## src/rtl/fetch_unit.sv

```systemverilog
// fetch_unit: PC/fetch sequencer; stall/redirect/redirect_pc in, imem_addr/imem_instr memory side, instr/instr_pc/pc_plus4/instr_valid to decode, fault/fault_pc/fetch_count status
module fetch_unit #(
    parameter logic [31:0] RESET_PC = 32'h0000_0000,
    parameter int MEM_WORDS = 128
) (
    input  logic        clk,
    input  logic        reset,
    input  logic        stall,
    input  logic        redirect,
    input  logic [31:0] redirect_pc,
    output logic [31:0] imem_addr,
    input  logic [31:0] imem_instr,
    output logic [31:0] instr,
    output logic [31:0] instr_pc,
    output logic [31:0] pc_plus4,
    output logic        instr_valid,
    output logic        fault,
    output logic [31:0] fault_pc,
    output logic [31:0] fetch_count
);
    typedef enum logic [1:0] {FILL, RUN, FAULT} state_t;
    state_t state, state_n;
    logic [31:0] f_pc, d_pc, sel_pc, tgt;
    logic take, go, bad, consume;
    always_comb begin
        take = state == RUN && redirect;
        go = state == FILL || take || (state == RUN && !stall);
        consume = state == RUN && (redirect || !stall);
        tgt = take ? redirect_pc : f_pc;
        bad = tgt[1:0] != 2'b00 || tgt[31:2] >= 30'(MEM_WORDS);
        state_n = !go ? state : bad ? FAULT : RUN;
        // stalled or faulted: re-read the displayed word so instr stays stable
        sel_pc = (state == FAULT || (state == RUN && stall && !redirect)) ? d_pc : tgt;
    end
    always_ff @(posedge clk) begin
        if (reset) begin
            state <= FILL;
            f_pc <= RESET_PC;
            d_pc <= RESET_PC;
            fault_pc <= '0;
            fetch_count <= '0;
        end else begin
            state <= state_n;
            if (consume)
                fetch_count <= fetch_count + 32'd1;
            if (go && bad)
                fault_pc <= tgt;
            else if (go) begin
                d_pc <= tgt;
                f_pc <= tgt + 32'd4;
            end
        end
    end
    assign imem_addr = {2'b00, sel_pc[31:2]};
    assign instr_valid = state == RUN;
    assign instr = instr_valid ? imem_instr : '0;
    assign instr_pc = d_pc;
    assign pc_plus4 = d_pc + 32'd4;
    assign fault = state == FAULT;
endmodule

```

## config.mk

```make
export PLATFORM = sky130hd
export DESIGN_NAME = fetch_unit
export DESIGN_NICKNAME = d
export VERILOG_FILES = /design/src/rtl/fetch_unit.sv
export SDC_FILE = /design/constraint.sdc
export NUM_CORES = 1
export LEC_CHECK = 0
export ABC_AREA = 1
export ABC_CLOCK_PERIOD_IN_PS = 3270
export CORE_MARGIN = 2
export CORE_UTILIZATION = 45
export DETAILED_ROUTE_END_ITERATION = 10
export HOLD_SLACK_MARGIN = 0.15
export PLACE_DENSITY = 0.81
export SYNTH_ARGS = -nofsm -noshare
export SYNTH_HDL_FRONTEND = slang
export SYNTH_SLANG_ARGS = --single-unit
```

## constraint.sdc

```tcl
create_clock -name clk -period 3.27 [get_ports clk]
set_clock_uncertainty 0.05 [all_clocks]
set_input_delay 0.654 -clock clk [delete_from_list [all_inputs] [get_ports clk]]
set_output_delay 0.654 -clock clk [all_outputs]
set_load 0.05 [all_outputs]
```

After elaboration in Yosys (flattened, before gate mapping)
Index checks and enable logic that the tools add are counted.
Widths: inputs -> output; s select.
{ "word_totals": {"latch_bits": 0, "ram_bits": 0, "ff_bits": 130, "memories": 0, "rom_bits": 0, "out_inout_bits": 194} }
{ "classes": {"n_shift": 0, "reduce_logical": 16, "addsub": 3, "magnitude_cmp": 1, "n_div": 0, "n_eq_ne": 2, "mux": 4, "bitwise_logic": 1, "multipliers": 0} }
{ "op_table": {"columns": ["operator", "n"], "rows": [
  ["$mux 32", 3],
  ["$add 32x3->32 const B", 2],
  ["$add 32x1->32 const B", 1],
  ["$ge 30x8->1 const B", 1],
  ["$logic_and 1x1->1", 6],
  ["$logic_or 1x1->1", 5],
  ["$eq 2x1->1 const B", 1],
  ["$eq 2x2->1 const B", 1],
  ["$logic_not 1->1", 2],
  ["$logic_not 2->1", 1],
  ["$mux 2", 1],
  ["$reduce_and 2->1", 1],
  ["$reduce_bool 2->1", 1],
  ["$not 1->1", 1]
]} }

Depth between registers and ports, before layout
Gate-level depths: netlist of run 1.
{ "logic_depth": {"word_depth": 8, "depth_mapped": 16, "ltp_nobuf": 14} }

Least setup slack after synthesis of run 1
No wires, ideal clock.
{ "synth_path": {"path_type": "register -> output", "from": "register d_pc[3], in the netlist instr_pc[3]", "to": "output port pc_plus4[26]", "t_arrival_ps": 2909, "required_ps": 2566, "slack_ps": -343, "stages_incl_launch_ff": 11, "cell_sequence": "dfxtp_1 -> ha_1 -> nand2_1 -> nor3_1 -> nand2_1 -> nor2_1 -> nand2_1 -> nor2_2 -> nand3_1 -> nor2_1 -> xor2_1"} }
{ "synth_between": {"elab_chain_cells": 1} }
{ "synth_lines": {"columns": ["element", "line", "rtl"], "rows": [
  ["start, declared", "23", "logic [31:0] f_pc, d_pc, sel_pc, tgt;"],
  ["start signal, assigned", "49", "d_pc <= tgt;"],
  ["$add 32x3->32", "58", "assign pc_plus4 = d_pc + 32'd4;"],
  ["end, declared", "15", "output logic [31:0] pc_plus4,"]
]} }
No other way between the ends.

Worst setup path in the final report of run 1
{ "layout_path": {"from": "register d_pc[11], in the netlist instr_pc[11]", "to": "output port pc_plus4[28]"} }
Same word-level chain as after synthesis.

==> results of run 1 <==
## through the flow
stage / utilization / hold WS, ns
after floorplan: - / 0.367
after detailed placement: 0.683 / 0.378
after CTS: 0.721 / 0.388
after global routing: 0.726 / 0.404
final: 0.726 / 0.388
after global placement: 0.683 / 0.377
## cell type report
class                           count  area, um2  area share
Multi-Input combinational cell    781       3770       0.339
Timing Repair Buffer              306       3320       0.299
Sequential cell                   128       2570       0.231
Inverter                          167        627      0.0563
Clock buffer                       19        453      0.0407
Tap cell                          211        264      0.0237
Clock inverter                     13        115      0.0103
## report_power, final
part | leakage, uW | internal (uW) | switching (uW)
clock | 0.000259 | 1080 | 726
combinational | 0.00356 | 1470 | 2900
sequential | 0.00104 | 1740 | 120
## how the worst max path moves through the flow
stage                                    startpoint            end  slack, ns  cells after the start
after floorplan                            redirect  imem_addr[10]      -0.32                      8
after global placement                     redirect   imem_addr[7]       0.11                     10
after detailed placement                   redirect   imem_addr[7]       0.15                     10
after CTS                  instr_pc[3]$_SDFFE_PP0P_   pc_plus4[26]       0.01                     11
after global routing       instr_pc[3]$_SDFFE_PP0P_   pc_plus4[28]      -0.03                     11
final                     instr_pc[11]$_SDFFE_PP0P_   pc_plus4[28]       0.06                     10
## registers in the layout, summed over array words and instances, names as in the netlist
| signal | count |
|---|---|
| instr_pc | 30 |
| state | 2 |
| fetch_count | 32 |
| fault_pc | 32 |
| f_pc | 32 |
## critical path, delay by kind of cell (launching register included)
| kind | cells | cell delay, ns |
|---|---|---|
| buffers and inverters | 2 | 0.31 |
| XOR/XNOR | 1 | 0.24 |
| AND/OR/NAND/NOR | 7 | 1.04 |
| flip-flops | 1 | 0.49 |
## what timing repair did
item / in CTS / in global routing
pin swaps: 0 / 7
gates resized for setup: 6 / 20
endpoints found under the setup margin: 7 / 9
buffers inserted: 0 / 3
## logic make-up (layout without fill, tap and decap cells)
| kind of cell | after synthesis | count (layout) | share of synthesized area |
|---|---|---|---|
| and+or+nand+nor | 661 | 661 | 0.396 |
| buffers and inverters | 223 | 505 | 0.130 |
| DFF | 128 | 128 | 0.360 |
| AOI/OAI and AO/OA | 71 | 71 | 0.0531 |
| xor gates and xnor gates | 43 | 43 | 0.0529 |
| adders and majority gates | 4 | 4 | 0.00703 |
| other | 1 | 2 | 0.000527 |
## placed cells by master, fill, tap and decap left out, types with 6 or more instances in the layout
master	netlist	layout
sky130_fd_sc_hd__nand4_1	22	22
sky130_fd_sc_hd__clkdlybuf4s50_1	0	176
sky130_fd_sc_hd__dfxtp_2	0	6
sky130_fd_sc_hd__nand2_1	288	282
sky130_fd_sc_hd__nor3_1	54	51
sky130_fd_sc_hd__a21oi_1	16	15
sky130_fd_sc_hd__nor2_2	6	9
sky130_fd_sc_hd__buf_12	0	47
sky130_fd_sc_hd__clkinvlp_4	0	7
sky130_fd_sc_hd__nand2_2	2	8
sky130_fd_sc_hd__clkbuf_16	0	17
sky130_fd_sc_hd__nand3_1	67	65
sky130_fd_sc_hd__xnor2_1	6	6
sky130_fd_sc_hd__o21ai_0	41	20
sky130_fd_sc_hd__nand3b_1	9	9
sky130_fd_sc_hd__o21ai_1	6	27
sky130_fd_sc_hd__nor2_1	199	194
sky130_fd_sc_hd__dfxtp_1	128	122
sky130_fd_sc_hd__buf_4	11	82
sky130_fd_sc_hd__xor2_1	37	30
sky130_fd_sc_hd__inv_1	160	160
sky130_fd_sc_hd__xor2_2	0	7
## metal layers
layer | routed length [um] | GRT usage | vias to the layer above
li1 | - | - | 4014
met1 | 10000 | 0.353 | 3734
met2 | 12600 | 0.518 | 410
met3 | 2240 | 0.0713 | 83
met4 | 1190 | 0.148 | 0
met5 | 0 | 0 | -
==> reports/qor.yml, run 1 <==
outcome:
  status: "finished, final reports clean"
timing:
  tns_ns: 0
  min_period_over_period: 0.982
  post-route-min-period_ns: 3.21
  hold_viol: 0
  pnr_worst_setup_slack_ns: 0.0580
  clock.fmax_mhz: 311
  setup_viol: 0
  worst_max_slew_margin_expressed_relative_to_the_limit: 0.472
  finalMaxSlewViolations: 0
  transition_at_the_pin_with_the_smallest_max_transition_slack_ns: 0.793
finish:
  final_area_um2: 11100
  n_fill_cell: 1237
  stdcell_count: 1625
  antenna_cells_inserted: 0
  drive_gt1_frac: 0.152
  area_delta_synth_final_pct: 56.4
  nets: 1473
floorplan:
  design.core.area_um2: 15300
  io_pins: 262
  floorplan.die_area_um2: 16800
  floorplan.die.width_um: 130
  starting_density_of_the_core: 0.465
  rows: 45
  die_h_um: 130
yosys:
  synth_seq_area_share: 0.360
  post_synth_main_area_contributors: "sky130_fd_sc_hd__dfxtp_1 36%, sky130_fd_sc_hd__nand2_1 15%, sky130_fd_sc_hd__nor2_1 10%, sky130_fd_sc_hd__inv_1 8.4%, sky130_fd_sc_hd__nand3_1 4.7%"
  yosys.cell_count.top_type: "sky130_fd_sc_hd__nand2_1"
  synthFlopType: "sky130_fd_sc_hd__dfxtp_1"
  syn_area_per_cell_um2: 6.29
  netlist-cell-type-count: 35
  yosys_warnings: 0
  synth_largest_area_cell: "sky130_fd_sc_hd__dfxtp_1"
  synth.cell_area_um2: 7120
  yosys_register_bits: 128
  postSynth.asyncResetShare: 0
  post_synth_edffs: 0
  synthTopCellsByCount: "288 x sky130_fd_sc_hd__nand2_1, 199 x sky130_fd_sc_hd__nor2_1, 160 x sky130_fd_sc_hd__inv_1"
  synth_top_cell_area_share: 0.360
  netlist_instances: 1131
place:
  dpl.hpwl_um: 20000
  routabilityCongestion: 0.921
  placement.setup.worst_slack_ns: 0.154
  buffers_added_on_ports: 259
  placed_cells: 1590
  place_area_um2: 10500
grt:
  overflow: 0
  first_global_vias: 7516
  grt_start_max_net_pins: 73
  global_route.usage.total: 0.301
  antenna_found_initial: 0
  grt_first_pass_wirelength_um: 39400
routing:
  first_iter_violations: 684
  first_pass_iters: 6
  routed_wire_per_std_cell_um: 16.0
  remaining_drc_errors: 0
  count_of_antenna_violating_nets_left_after_detailed_routing: 0
  avgViaCountPerCell: 5.07
  drt-total-wl_um: 26000
  route.vias.total: 8241
run:
  max_cap_viol_count: 0
setup_path:
  worst-r2r-cell-count: 12
  worstSetupPathType: "flip-flop to primary output"
  timing.reg2reg.setup_slack_ns: 0.79
  worstReg2RegEnd: "instr_pc[19]$_SDFFE_PP0P_"
  cp.arrival_ns: 2.51
  crit_path_max_fanout: 6
  crit_path_top_delay_cell: "sky130_fd_sc_hd__dfxtp_1"
  crit_required_ns: 2.57
  cp_slowest_stage_delay_ns: 0.49
  worstPathCellList: "nand2_1 > nor3_1 > nand2_2 > nor2_4 > nand2_2 > nor2_4 > buf_4 > nand4_1 > xor2_2 > buf_12"
  r2r_start: "state[0]$_SDFFE_PP0N_"
  startpoint_type: "flip-flop"
  critPathCaptureType: "primary output"
power_and_ir_drop:
  totalPowerFinal_uw: 8040
  power-per-cell-area_nw_per_um2: 723
  ir_worst_vdd_mv: 0.428
  p_leak_uw: 0.00486
clocking:
  tritoncts: "done"
  cts_hold_buffers: 0
  cts-htree-levels: 4
  cts.root.buffer_cell: "sky130_fd_sc_hd__clkbuf_16"
  insertion_delay_ns: 0.42
  cts_sinks: 128
  cts_buf_count: 17
  deepest_clock_path_buffer_count: 2
  cts.reportedPaths.clkPinSlew_ns: 0.06
hold_path:
  min_delay_path_depth: 2
  worstHoldEndpoint: "f_pc[24]$_SDFFE_PP0P_"
  worst_hold_path_type: "flip-flop to flip-flop"
  start_point_of_the_worst_hold_path: "f_pc[24]$_SDFFE_PP0P_"
(Power assumes the default switching activity.)
==> run 2: changes to the inputs <==
MAX_ROUTING_LAYER = met4   (was not set)
RECOVER_POWER = 25   (was not set)
==> reports/qor.yml, run 2 (synthesized netlist as in run 1, its figures left out) <==
finish:
  layout.cells.most_common_list: "284 x sky130_fd_sc_hd__nand2_1, 196 x sky130_fd_sc_hd__nor2_1, 160 x sky130_fd_sc_hd__inv_1, 126 x sky130_fd_sc_hd__dfxtp_1, 114 x sky130_fd_sc_hd__clkdlybuf4s50_1"
  registers_with_the_highest_flip_flop_counts: "f_pc x32, fault_pc x32, fetch_count x32"
  n_fill_cell: 1203  # -2.7%
  nets: 1471  # -0.14%
  drive_gt1_frac: 0.142  # -0.0104
  seq_area_um2: 2560  # -0.19%
  stdcell_count: 1624  # -0.062%
  area_delta_synth_final_pct: 57.4
  leading_cell_type_in_the_layout_fill_and_taps_excluded: "sky130_fd_sc_hd__nand2_1"
  total_area_of_multi_input_combinational_cells_um2: 3780  # +0.30%
clocking:
  insertion_delay_ns: 0.42  # about the same
  cts.root.buffer_cell: "sky130_fd_sc_hd__clkbuf_16"
  tritoncts: "done"
  cts.reportedPaths.clkPinSlew_ns: 0.06  # about the same
  cts-htree-levels: 4  # unchanged
  cts_buf_count: 17  # unchanged
  cts_sinks: 128  # unchanged
  deepest_clock_path_buffer_count: 2  # unchanged
  cts_hold_buffers: 0  # unchanged
power_and_ir_drop:
  internal-power_uw: 4550  # +6.0%
  power_frac_comb: 0.520  # -0.024
  power-per-cell-area_nw_per_um2: 739  # +2.3%
  fraction_of_power_consumed_by_sequential_logic: 0.225  # -0.007
  ir_worst_vdd_mv: 0.497  # +16%
  switching_portion_of_total_power: 0.450  # -0.0158
  power.share.clock: 0.254  # +0.029
  p_leak_uw: 0.00511  # +5.0%
  totalPowerFinal_uw: 8280  # +3.0%
  total_switching_power_uw: 3730  # -0.52%
grt:
  grt_first_pass_wirelength_um: 40100  # +1.8%
  antenna_found_initial: 1  # +1
  first_global_vias: 7744  # +3.0%
  overflow: 0  # unchanged
  grt_start_max_net_pins: 73  # unchanged
  global_route.usage.total: 0.317  # +0.0153
timing:
  min_period_over_period: 0.968  # -0.0144
  tns_ns: 0  # unchanged
  pnr_worst_setup_slack_ns: 0.105  # +0.0469 ns
  setup_viol: 0  # unchanged
  finalMaxSlewViolations: 0  # unchanged
  grt_setup_unrepaired: "false"
  worst_max_slew_margin_expressed_relative_to_the_limit: 0.462  # -0.0100
  clock.fmax_mhz: 316  # +1.5%
  post-route-min-period_ns: 3.17  # -0.0469 ns
  hold_viol: 0  # unchanged
  transition_at_the_pin_with_the_smallest_max_transition_slack_ns: 0.808  # +0.0150 ns
setup_path:
  r2r_start: "state[0]$_SDFFE_PP0N_"
  cp.arrival_ns: 2.46  # -0.05 ns
  crit_path_max_fanout: 18  # +12
  worst_setup_path_startpoint: "redirect"
  worst-r2r-cell-count: 12  # unchanged
  worstReg2RegEnd: "f_pc[12]$_SDFFE_PP0P_"
  critPathCaptureType: "primary output"
  worstSetupPathType: "primary input to primary output"
  crit_required_ns: 2.57  # about the same
  end_point_of_the_critical_path: "imem_addr[7]"
  startpoint_type: "primary input"
  timing.reg2reg.setup_slack_ns: 0.50  # -0.29 ns
place:
  dpl.hpwl_um: 19900  # -0.27%
  placed_cells: 1588  # -0.13%
  routabilityCongestion: 0.975  # +5.9%
  placement.setup.worst_slack_ns: 0.0708  # -0.0831 ns
  buffers_added_on_ports: 259  # unchanged
floorplan:
  die_h_um: 130  # unchanged
  design.core.area_um2: 15300  # unchanged
  io_pins: 262  # unchanged
  starting_density_of_the_core: 0.465  # unchanged
  rows: 45  # unchanged
  floorplan.die_area_um2: 16800  # unchanged
  floorplan.die.width_um: 130  # unchanged
run:
  max_cap_viol_count: 0  # unchanged
outcome:
  status: "finished, final reports clean"
routing:
  route.vias.total: 8196  # -0.55%
  avgViaCountPerCell: 5.05  # -0.48%
  drt-total-wl_um: 25800  # -0.90%
  first_pass_iters: 6  # unchanged
  remaining_drc_errors: 0  # unchanged
  first_iter_violations: 615  # -10%
  count_of_antenna_violating_nets_left_after_detailed_routing: 0  # unchanged
  routed_wire_per_std_cell_um: 15.9  # -0.84%
hold_path:
  worst_hold_path_type: "flip-flop to flip-flop"
  start_point_of_the_worst_hold_path: "f_pc[24]$_SDFFE_PP0P_"
-- run 2: cell count changes in the layout (fill, tap and decap cells not counted), sizes merged, moves of 2 or more --
cell | before | now
clkbuf | 19 | 22
clkdlybuf4s50 | 176 | 114
dlygate4sd2 | 0 | 2
dlygate4sd3 | 0 | 61
bufinv | 1 | 5
buf | 130 | 124
inv | 164 | 166
clkinvlp | 7 | 2
-- run 2: metal layers --
layer	vias to the layer above	wire, um	GRT usage
met5	-	0	-
met4	0	857	0.142
met1	3782	10100	0.348
li1	4017	-	-
met2	347	12900	0.545
met3	50	1990	0.0746
-- run 2: critical path: stages --
cell and delay (ns):
sky130_fd_sc_hd__clkdlybuf4s50_1 0.62, sky130_fd_sc_hd__inv_1 0.07, sky130_fd_sc_hd__nand2_1 0.09, sky130_fd_sc_hd__inv_1 0.07, sky130_fd_sc_hd__a21oi_4 0.15, sky130_fd_sc_hd__clkinv_1 0.08
sky130_fd_sc_hd__buf_4 0.19, sky130_fd_sc_hd__o21ai_1 0.24, sky130_fd_sc_hd__buf_4 0.17, sky130_fd_sc_hd__buf_12 0.12
-- run 2: power by group through the flow --
stage / clock network, uW / registers [uW] / logic, uW
final: 2110 / 1870 / 4310
after global placement: 0 / 1890 / 4240
after detailed placement: 0 / 1890 / 4290
after global routing: 2210 / 1880 / 4650
after CTS: 2130 / 1860 / 4330
after floorplan: 0 / 2320 / 2360
-- run 2: worst min path at each step --
stage                     slack [ns]  depth (start not counted)               endpoint
final                           0.39                          2  f_pc[24]$_SDFFE_PP0P_
after floorplan                 0.37                          2  f_pc[14]$_SDFFE_PP0P_
after detailed placement        0.38                          2  f_pc[19]$_SDFFE_PP0P_
after global placement          0.38                          2  f_pc[14]$_SDFFE_PP0P_
after CTS                       0.39                          2  f_pc[19]$_SDFFE_PP0P_
after global routing            0.42                          2  f_pc[19]$_SDFFE_PP0P_
-- run 2: cell type report --
cell class              instances  share of cell area
diodes                          1            0.000223
clock buffers                  19              0.0404
clock inverters                13              0.0184
inverters                     167              0.0560
multi-input cells             781               0.338
flip-flops and latches        128               0.229
well taps                     211              0.0236
repair buffers                304               0.294
-- run 2: what timing repair did --
action / in CTS / in global routing
cloned: 0 / 0
setup endpoints to repair: 10 / 6
pin swaps: 0 / 6
gates resized for setup: 10 / 15
buffers inserted: 0 / 3
-- run 2: per-stage QoR --
stage / hold slack [ns] / util / area [um2]
floorplan: 0.367 / - / 7170
global placement: 0.376 / 0.682 / 10400
detailed placement: 0.381 / 0.682 / 10400
CTS: 0.391 / 0.727 / 11100
global route: 0.418 / 0.731 / 11200
finish: 0.393 / 0.731 / 11200
==> run 3: changes to the inputs <==
SKIP_LAST_GASP = 1   (was not set)
==> reports/qor.yml, run 3 (synthesized netlist as in run 1, its figures left out) <==
clocking:
  cts-htree-levels: 4  # unchanged
  deepest_clock_path_buffer_count: 2  # unchanged
  cts_sinks: 128  # unchanged
  cts_buf_count: 17  # unchanged
  insertion_delay_ns: 0.42  # about the same
  cts.reportedPaths.clkPinSlew_ns: 0.06  # about the same
  tritoncts: "done"
  cts.root.buffer_cell: "sky130_fd_sc_hd__clkbuf_16"
routing:
  first_pass_iters: 5  # -1
  drt-total-wl_um: 25800  # about the same
  remaining_drc_errors: 0  # unchanged
  route.vias.total: 8154  # -0.51%
  routed_wire_per_std_cell_um: 15.9  # +0.15%
  avgViaCountPerCell: 5.02  # -0.45%
  count_of_antenna_violating_nets_left_after_detailed_routing: 0  # unchanged
  first_iter_violations: 615  # unchanged
power_and_ir_drop:
  power.share.clock: 0.254  # about the same
  power-per-cell-area_nw_per_um2: 741  # +0.22%
  total_switching_power_uw: 3730  # +0.16%
  ir_worst_vdd_mv: 0.501  # +0.79%
  fraction_of_power_consumed_by_sequential_logic: 0.225  # about the same
  p_leak_uw: 0.00509  # -0.35%
  totalPowerFinal_uw: 8290  # about the same
  power_frac_comb: 0.521  # about the same
  switching_portion_of_total_power: 0.450  # about the same
  internal-power_uw: 4550  # about the same
place:
  placed_cells: 1588  # unchanged
  buffers_added_on_ports: 259  # unchanged
  routabilityCongestion: 0.975  # unchanged
  dpl.hpwl_um: 19900  # unchanged
  placement.setup.worst_slack_ns: 0.0708  # unchanged
finish:
  leading_cell_type_in_the_layout_fill_and_taps_excluded: "sky130_fd_sc_hd__nand2_1"
  nets: 1470  # -0.068%
  layout.cells.most_common_list: "284 x sky130_fd_sc_hd__nand2_1, 196 x sky130_fd_sc_hd__nor2_1, 160 x sky130_fd_sc_hd__inv_1, 125 x sky130_fd_sc_hd__dfxtp_1, 113 x sky130_fd_sc_hd__clkdlybuf4s50_1"
  post-route-util: 0.730  # -0.00114
  registers_with_the_highest_flip_flop_counts: "f_pc x32, fault_pc x32, fetch_count x32"
  seq_area_um2: 2570  # about the same
  drive_gt1_frac: 0.142  # about the same
  stdcell_count: 1623  # -0.062%
  area_delta_synth_final_pct: 57.1
  total_area_of_multi_input_combinational_cells_um2: 3770  # -0.30%
  n_fill_cell: 1205  # +0.17%
setup_path:
  crit_required_ns: 2.57  # about the same
  critPathCaptureType: "primary output"
  worstPathCellList: "nand2_1 > nor2_1 > nand2_1 > nor2_2 > nand2_1 > nor3_2 > nand2_2 > nor2_1 > xor2_2 > buf_12"
  worstSetupPathType: "flip-flop to primary output"
  critical-path-top-delay-family: "simple AND/OR/NAND/NOR gates"
  critical_path.n_buffers_inverters: 1  # -6
  cp_slowest_stage_delay_ns: 0.39  # -0.23 ns
  crit_path_frequent_cell: "sky130_fd_sc_hd__nand2_1"
  crit_path_max_fanout: 4  # -14
  crit_path_top_delay_cell: "sky130_fd_sc_hd__dfxtp_1"
  startpoint_type: "flip-flop"
  cp.arrival_ns: 2.49  # +0.03 ns
timing:
  post-route-min-period_ns: 3.20  # +0.0312 ns
  tns_ns: 0  # unchanged
  pnr_worst_setup_slack_ns: 0.0737  # -0.0312 ns
  finalMaxSlewViolations: 0  # unchanged
  setup_viol: 0  # unchanged
  worst_max_slew_margin_expressed_relative_to_the_limit: 0.460  # -0.00125
  transition_at_the_pin_with_the_smallest_max_transition_slack_ns: 0.810  # +0.00187 ns
  min_period_over_period: 0.977  # +0.00954
  hold_viol: 0  # unchanged
  clock.fmax_mhz: 313  # -0.98%
floorplan:
  floorplan.die.width_um: 130  # unchanged
  die_h_um: 130  # unchanged
  design.core.area_um2: 15300  # unchanged
  floorplan.die_area_um2: 16800  # unchanged
  rows: 45  # unchanged
  starting_density_of_the_core: 0.465  # unchanged
  io_pins: 262  # unchanged
grt:
  overflow: 0  # unchanged
  first_global_vias: 7753  # +0.12%
  grt_first_pass_wirelength_um: 40100  # about the same
  global_route.usage.total: 0.316  # about the same
  antenna_found_initial: 1  # unchanged
  grt_start_max_net_pins: 73  # unchanged
run:
  max_cap_viol_count: 0  # unchanged
hold_path:
  worst_hold_path_type: "flip-flop to flip-flop"
outcome:
  status: "finished, final reports clean"
[run 3: final timing paths]
path	startpoint	endpoint	slack (ns)	depth (start not counted)
setup / recovery	instr_pc[6]$_SDFFE_PP0P_	pc_plus4[27]	0.07	10
hold / removal	f_pc[27]$_SDFFE_PP0P_	f_pc[27]$_SDFFE_PP0P_	0.39	2
setup reg to reg	state[0]$_SDFFE_PP0N_	f_pc[12]$_SDFFE_PP0P_	0.51	12
hold reg to reg	f_pc[27]$_SDFFE_PP0P_	f_pc[27]$_SDFFE_PP0P_	0.39	2
[run 3: repair_timing]
action,4_1_cts,5_1_grt
pin swaps,0,6
hold buffers,0,0
endpoints found under the setup margin,10,7
cloned,0,0
setup buffers,0,2
gates resized for setup,8,16
[run 3: layer usage]
layer	wire, um	vias to the layer above	GRT usage
met5	0	-	-
met1	10000	3757	0.348
li1	-	4007	-
met2	12900	338	0.545
met3	2020	52	0.0746
met4	881	0	0.142
[run 3: worst min-delay path: stages, from the launching register on]
cell and delay (ns):
sky130_fd_sc_hd__dfxtp_1 0.31, sky130_fd_sc_hd__nand2_1 0.06, sky130_fd_sc_hd__nor2_1 0.03
[run 3: per-stage QoR]
step	cell area [um2]	hold WS, ns
global route	11200	0.418
CTS	11100	0.391
detailed placement	10400	0.381
global placement	10400	0.376
finish	11200	0.392
floorplan	7170	0.367
[run 3: power groups by stage]
stage	sequential (uW)	combinational (uW)	clock [uW]
floorplan	2320	2360	0
CTS	1860	4330	2130
finish	1860	4310	2110
global placement	1890	4240	0
detailed placement	1890	4290	0
global route	1880	4650	2210
[run 3: area by class of cell]
type                            count  area share
Clock inverter                     13      0.0185
Inverter                          167      0.0561
Tap cell                          211      0.0236
Clock buffer                       19      0.0405
Sequential cell                   128       0.229
Multi-Input combinational cell    781       0.337
Antenna cell                        1    0.000224
Timing Repair Buffer              303       0.294
